## src/rtl/alu_result_stage.sv

```systemverilog
// rtl/alu_result_stage.sv - ALU result capture, accumulator/flag commit and branch condition decode
// Two-phase capture/commit FSM with busy/done handshake toward the control sequencer.
module alu_result_stage #(
  parameter int WIDTH = 16,
  parameter int NCOND = 8
) (
  input  logic             clk,
  input  logic             rst,
  input  logic [WIDTH:0]   res_in,
  input  logic [3:0]       op_in,
  input  logic             cap_req,
  input  logic             acc_oe,
  input  logic             flags_clr,
  input  logic [2:0]       cond_sel,
  output logic [WIDTH-1:0] acc_out,
  output logic [WIDTH-1:0] bus_out,
  output logic [3:0]       flags,
  output logic             busy,
  output logic             done,
  output logic             cond_true
);

  typedef enum logic [1:0] {
    ST_IDLE   = 2'd0,
    ST_COMMIT = 2'd1,
    ST_DONE   = 2'd2
  } state_t;

  state_t           state_q;
  state_t           state_d;
  logic [WIDTH:0]   res_q;
  logic [3:0]       op_q;
  logic [3:0]       flags_calc;
  logic [NCOND-1:0] cond_vec;
  logic             arith;
  logic             capture;

  always_comb begin
    state_d = state_q;
    busy    = 1'b0;
    done    = 1'b0;
    capture = 1'b0;
    case (state_q)
      ST_IDLE: begin
        if (cap_req) begin
          capture = 1'b1;
          state_d = ST_COMMIT;
        end
      end
      ST_COMMIT: begin
        busy    = 1'b1;
        state_d = ST_DONE;
      end
      ST_DONE: begin
        busy    = 1'b1;
        done    = 1'b1;
        state_d = ST_IDLE;
      end
      default: state_d = ST_IDLE;
    endcase
  end

  // Opcodes 0-3 are arithmetic; logic and undefined opcodes force C and V low.
  always_comb begin
    arith         = (op_q < 4'd4);
    flags_calc    = 4'b0000;
    flags_calc[3] = (res_q[WIDTH-1:0] == '0);
    flags_calc[2] = res_q[WIDTH-1];
    flags_calc[1] = arith & res_q[WIDTH];
    flags_calc[0] = arith & (res_q[WIDTH] ^ res_q[WIDTH-1]);
  end

  always_ff @(posedge clk or posedge rst) begin
    if (rst) begin
      state_q <= ST_IDLE;
      res_q   <= '0;
      op_q    <= '0;
      acc_out <= '0;
      flags   <= '0;
    end else begin
      state_q <= state_d;
      if (capture) begin
        res_q <= res_in;
        op_q  <= op_in;
      end
      // A commit takes priority over a coincident flag clear.
      if (state_q == ST_COMMIT) begin
        acc_out <= res_q[WIDTH-1:0];
        flags   <= flags_calc;
      end else if (flags_clr) begin
        flags <= '0;
      end
    end
  end

  always_comb begin
    cond_vec    = '0;
    cond_vec[0] = 1'b1;
    cond_vec[1] = flags[3];
    cond_vec[2] = ~flags[3];
    cond_vec[3] = flags[1];
    cond_vec[4] = flags[2];
    cond_vec[5] = ~flags[2] & ~flags[3];
    cond_vec[6] = flags[0];
    cond_vec[7] = 1'b0;
  end

  assign cond_true = cond_vec[cond_sel];
  assign bus_out   = acc_oe ? acc_out : '0;

endmodule

```

## config.mk

```make
export PLATFORM = sky130hd
export DESIGN_NAME = alu_result_stage
export DESIGN_NICKNAME = d
export VERILOG_FILES = /design/src/rtl/alu_result_stage.sv
export SDC_FILE = /design/constraint.sdc
export NUM_CORES = 1
export LEC_CHECK = 0
export CAP_MARGIN = 25
export CORE_MARGIN = 2
export CORE_UTILIZATION = 49
export CTS_BUF_LIST = sky130_fd_sc_hd__clkbuf_4
export DETAILED_ROUTE_END_ITERATION = 10
export PLACE_DENSITY = 0.87
export SETUP_SLACK_MARGIN = 0.5
export SLEW_MARGIN = 25
export SYNTH_ARGS = -nofsm -noshare
export SYNTH_HDL_FRONTEND = slang
export SYNTH_SLANG_ARGS = --single-unit
```

## constraint.sdc

```tcl
create_clock -name clk -period 3.1 [get_ports clk]
set_input_delay 0.31 -clock clk [delete_from_list [all_inputs] [get_ports clk]]
set_output_delay 0.31 -clock clk [all_outputs]
set_load 0.02 [all_outputs]
```

==> impl_metrics.toml, run 1 <==
[grt]
grt_pass1_wl_um = 6650
overflow = 0
antenna_found_initial = 0
grt_max_degree = 27
grtUsageTotal = 0.205
first_global_vias = 1359

[timing]
slew_headroom = 0.600
period_minus_slack_ns = 2.34
rsz0062_at_grt = "false"
fin_setup_tns_ns = 0
maxSlewViolCount = 0
fin_ws_ns = 0.762
hold_viol_final = 0
setup_viol = 0
tightestPinTransition_ns = 0.600
fin_skew_ns = 0.00279
whs_ns = 0.322
fmax_mhz = 428
fin_crit_sh = 0.754

[logic_synthesis]
synth_area_per_cell_um2 = 14.3
syn-instance-count = 130
synthesis.area_um2 = 1850
ys_seq_elements = 41
yosys_warnings = 0
synth_top_area_frac = 0.553
synth.top_cells.by_area = "dfrtp_1 (55%), mux2_2 (16%), mux2_4 (8.1%), and2_1 (5.4%), ha_1 (2.7%)"
syn_nets = 163
synth_seq_area_share = 0.553
ys_types = 25
yosysTopAreaCell = "dfrtp_1"

[die]
die_height_um = 65.5
core_um2 = 3660
start_util = 0.506
dieArea_um2 = 4290
io_pins = 68
rows = 22
die_width_um = 65.5

[power_and_ir_drop]
p_per_area_nw_per_um2 = 1010
vdd_drop_max_mv = 0.574
power_leakage_nw = 1.13

[cells_and_area]
postLayoutCellArea_um2 = 2600
antenna_cells = 0
final_cell_mix = "clkdlybuf4s50_1 (65), dfrtp_1 (41), mux2_2 (26)"
final_common_cell = "clkdlybuf4s50_1"
final_layout_size_suffix_gt1_frac = 0.244
post-route-util = 0.709
fillers = 272
syn_to_final_growth_pct = 40.0
nets = 233

[routing]
via_count = 1271
firstDrtPassIters = 4
first_iter_violations = 17
post_drt_via_cell_ratio = 5.10
wl_um = 3950
drc = 0
postRouteAntennaNets = 0
wl_per_cell_um = 15.9

[job]
cap_violations = 0

[placed_design]
place_hpwl_um = 3010
globalplace.congestion = 0.711
port_buffers = 65
post-place-ws_ns = 0.780
placed_area_um2 = 2550

[clock_network]
cts_max_path_buffers = 2
cts_hold_buffers = 0
clock_latency_ns = 0.34
htree_levels = 2
post_cts_buffers = 0
cts_root_buf = "clkbuf_4"
cts_tree = "done"
cts_sinks = 41
clk_pin_slew_ns = 0.12
cts-resized-gates = 0
cts_buffers = 5

[critical_path]
worst_ep_arrival_time_ns = 2.03
cpPeakStageDelay_ns = 0.55
cp-start-kind = "primary input"
critPathCaptureType = "output port"
critPathBufInv = 2
slowest_stage = "clkdlybuf4s50_1"
cp_max_fo = 4
crit_chain = "clkdlybuf4s50_1 -> mux2_2 -> o211ai_1 -> o31ai_1 -> clkdlybuf4s50_1"
path_depth = 5
crit_type = "primary input to output port"
cp_top_family = "buffers and inverters"
required_ns = 2.79
reg2reg_depth = 6
path_common_cell = "clkdlybuf4s50_1"

[worst_hold_path]
hold_path_class = "primary input to async pin"

[status]
status = "completed"
cell families (layout without fill, tap and decap cells):
kind of cell               after synthesis  count (layout)  share of synthesized area
DFF                                     41              41                      0.553
adders and majority gates                4               4                     0.0270
xor gates and xnor gates                 1               1                    0.00472
muxes                                   36              36                      0.239
and+or+nand+nor                         30              30                      0.105
AOI/OAI and AO/OA                       10              10                     0.0445
buffers and inverters                    8              79                     0.0263
per-layer routing:
metal | track usage | up-vias | part of all wire
met5 | 0 | - | 0
met4 | 0.0651 | 0 | 0.015
met3 | 0.0428 | 7 | 0.057
met2 | 0.365 | 40 | 0.52
met1 | 0.247 | 629 | 0.40
li1 | - | 595 | -
cells in the mapped netlist (all sizes together):
cell / count
ha: 4
clkbuf: 1
nor4: 2
buf: 3
nand2: 5
a211oi: 1
o41ai: 1
or2b: 1
nor2: 2
and2: 16
nand4: 1
nor3b: 1
xor2: 1
mux2: 36
dfrtp: 41
inv: 4
nor4b: 1
and3: 1
o211ai: 1
o21ai: 2
a22o: 3
o31ai: 2
flip-flops by register name, indices dropped and copies added, names as in the netlist:
| signal | flops |
|---|---|
| res_q | 17 |
| op_q | 2 |
| flags | 4 |
| acc_out | 16 |
| state_q | 2 |
layout make-up:
type | instances | area (um^2) | area share
inverters | 4 | 15.0 | 0.00578
clock buffers | 5 | 37.5 | 0.0145
well taps | 48 | 60.1 | 0.0231
clock inverters | 3 | 12.5 | 0.00482
flip-flops and latches | 41 | 1030 | 0.395
multi-input cells | 81 | 779 | 0.300
repair buffers | 67 | 666 | 0.256
report_power, final:
group	internal, W	leakage [nW]	switching, W
Sequential	0.000800	0.492	0.000214
Clock	0.0000822	0.0300	0.000169
Combinational	0.000772	0.608	0.000594
Total	0.00165	1.13	0.000977
path summary, 6_finish.rpt:
kind | from | end | slack [ns]
max | cond_sel[1] | cond_true | 0.76
min reg2reg | res_q[13]$_DFFE_PP0P_ | flags[3]$_DFFE_PP0P_ | 0.50
max reg2reg | state_q[1]$_DFFE_PP0P_ | flags[3]$_DFFE_PP0P_ | 1.15
max in group asynchronous | rst | res_q[10]$_DFFE_PP0P_ | 2.02
min in group clk | res_q[13]$_DFFE_PP0P_ | flags[3]$_DFFE_PP0P_ | 0.50
min | rst | state_q[1]$_DFFE_PP0P_ | 0.32
metrics by stage:
step                      cells  power (W)
final                       249    0.00263
after global routing        249    0.00279
after CTS                   249    0.00265
after detailed placement    241    0.00240
after global placement      241    0.00233
after floorplan             130    0.00184
(Power assumes the default switching activity.)
==> inputs of run 2 (changes only) <==
--- a/config.mk
+++ b/config.mk
@@ -7,10 +7,10 @@
 export LEC_CHECK = 0
 export CAP_MARGIN = 25
 export CORE_MARGIN = 2
-export CORE_UTILIZATION = 49
+export CORE_UTILIZATION = 46
 export CTS_BUF_LIST = sky130_fd_sc_hd__clkbuf_4
 export DETAILED_ROUTE_END_ITERATION = 10
-export PLACE_DENSITY = 0.87
+export PLACE_DENSITY = 0.82
 export SETUP_SLACK_MARGIN = 0.5
 export SLEW_MARGIN = 25
 export SYNTH_ARGS = -nofsm -noshare
==> constraint.sdc (replaced) <==
create_clock -name clk -period 2.35 [get_ports clk]
set_input_delay 0.235 -clock clk [delete_from_list [all_inputs] [get_ports clk]]
set_output_delay 0.235 -clock clk [all_outputs]
set_load 0.02 [all_outputs]
==> run 2 against run 1 <==
Net effect:
- die area increased by 6.1%
- via count unchanged
- critical path depth unchanged
- largest cell class unchanged
- register-to-register slack got worse by 0.46 ns
- sequential power increased by 34%
==> impl_metrics.toml, run 2 (synthesis results as in run 1) <==
[routing]
firstDrtPassIters = 4
via_count = 1271
wl_per_cell_um = 15.6
post_drt_via_cell_ratio = 5.06
first_iter_violations = 36
postRouteAntennaNets = 0
wl_um = 3920
drc = 0

[cells_and_area]
final_common_cell = "clkdlybuf4s50_1"
final_layout_size_suffix_gt1_frac = 0.259
largest_register = "res_q"
largest_reg_flops = 17
reg_top3 = "res_q x17, acc_out x16, flags x4"
nets = 233
finalNonFillerCells = 251
fillers = 275
antenna_cells = 0
final_cell_mix = "clkdlybuf4s50_1 (61), dfrtp_1 (41), mux2_2 (26)"
syn_to_final_growth_pct = 40.0

[clock_network]
post_cts_buffers = 0
cts_max_path_buffers = 2
cts_sinks = 41
clk_pin_slew_ns = 0.11
clock_latency_ns = 0.35
cts_buffers = 5
cts_tree = "done"
cts_root_buf = "clkbuf_4"
htree_levels = 2

[timing]
maxSlewViolCount = 0
fin_setup_tns_ns = 0
fmax_mhz = 557
period_minus_slack_ns = 1.80
hold_viol_final = 0
tightestPinTransition_ns = 0.494
fin_crit_sh = 0.764
setup_viol = 0
fin_skew_ns = 0.00888
rsz0062_at_grt = "false"
slew_headroom = 0.671

[critical_path]
cp-start-kind = "primary input"
cp_top_family = "buffers and inverters"
required_ns = 2.12
slowest_stage = "clkdlybuf4s50_1"
cp_max_fo = 4
cpPeakStageDelay_ns = 0.53
crit_chain = "clkdlybuf4s50_1 -> mux2_2 -> o211ai_1 -> o31ai_1 -> buf_2"
critPathBufInv = 2
critPathCaptureType = "output port"
worst_ep_arrival_time_ns = 1.56
crit_type = "primary input to output port"

[die]
die_height_um = 67.5
die_width_um = 67.5
rows = 23
io_pins = 68
core_um2 = 3940
dieArea_um2 = 4550
start_util = 0.470

[placed_design]
globalplace.congestion = 0.714
port_buffers = 65
place_hpwl_um = 3000
dp.cells = 243

[grt]
first_global_vias = 1412
grt_max_degree = 42
grt_pass1_wl_um = 6360
grtUsageTotal = 0.195
antenna_found_initial = 0
overflow = 0

[job]
cap_violations = 0

[worst_hold_path]
hold_path_class = "primary input to async pin"

[power_and_ir_drop]
vdd_drop_max_mv = 0.688
p_per_area_nw_per_um2 = 1330
power_leakage_nw = 1.14

[status]
status = "completed"
==> run 2: cell types whose count changed in the layout (fill, tap and decap cells not counted) <==
cell,previous run,this run
buf_2,0,1
clkdlybuf4s50_1,65,61
clkdlybuf4s15_1,0,1
clkinv_1,2,0
dlygate4sd2_1,0,2
clkbuf_4,5,6
clkinv_2,1,2
==> run 2: final timing paths <==
path                                              from                      to  slack (ns)  depth (start not counted)
worst min-delay path                               rst     op_q[3]$_DFFE_PP0P_        0.30                          3
max in group asynchronous                          rst   res_q[13]$_DFFE_PP0P_        1.71                          3
min in group clk                 res_q[12]$_DFFE_PP0P_    flags[3]$_DFFE_PP0P_        0.49                          1
worst max-delay path                       cond_sel[1]               cond_true        0.55                          5
worst max register to register  state_q[1]$_DFFE_PP0P_  acc_out[9]$_DFFE_PP0P_        0.69                          4
worst min register to register   res_q[12]$_DFFE_PP0P_    flags[3]$_DFFE_PP0P_        0.49                          1
==> run 2: worst register-to-register path, delay by kind of cell, from the launching register on <==
| family | cells | cell delay (ns) |
|---|---|---|
| flip-flops | 1 | 0.39 |
| buffers and inverters | 2 | 0.41 |
| adder cells (fa/ha/maj) | 1 | 0.38 |
| multiplexers | 1 | 0.37 |
==> run 2: per-layer routing <==
metal | global-route usage | vias to the layer above | share of wire
met5 | 0 | - | 0
met4 | 0.120 | 0 | 0.025
met3 | 0.0500 | 13 | 0.057
met2 | 0.338 | 42 | 0.54
met1 | 0.211 | 623 | 0.38
li1 | - | 593 | -
==> run 2: metrics by stage <==
stage	hold WS [ns]	power (W)	area, um^2	utilization	worst slack (ns)
global placement	0.477	0.00308	2550	0.646	0.249
detailed placement	0.481	0.00318	2550	0.646	0.158
CTS	0.316	0.00350	2600	0.659	0.378
floorplan	0.384	0.00242	1850	-	0.839
global route	0.337	0.00368	2600	0.659	0.504
finish	0.298	0.00346	2600	0.659	0.554
==> run 2: area by class of cell <==
type | instances | area (um^2) | area share
Timing Repair Buffer | 67 | 658 | 0.253
Clock inverter | 2 | 10.0 | 0.00386
Clock buffer | 6 | 45.0 | 0.0173
Tap cell | 50 | 62.6 | 0.0241
Inverter | 4 | 15.0 | 0.00578
Sequential cell | 41 | 1030 | 0.395
Multi-Input combinational cell | 81 | 779 | 0.300
==> run 2: repair_timing <==
| item | in CTS | in global routing |
|---|---|---|
| gates resized for setup | 4 | 5 |
| pin swaps | 0 | 0 |
| hold buffers | 0 | 0 |
| endpoints found under the setup margin | 19 | 2 |
==> run 2: power breakdown <==
part           internal (W)  leakage (nW)  total, W  switching (W)
clock network      0.000126        0.0354  0.000336       0.000210
registers           0.00106         0.492   0.00135       0.000290
logic              0.000998         0.615   0.00178       0.000778
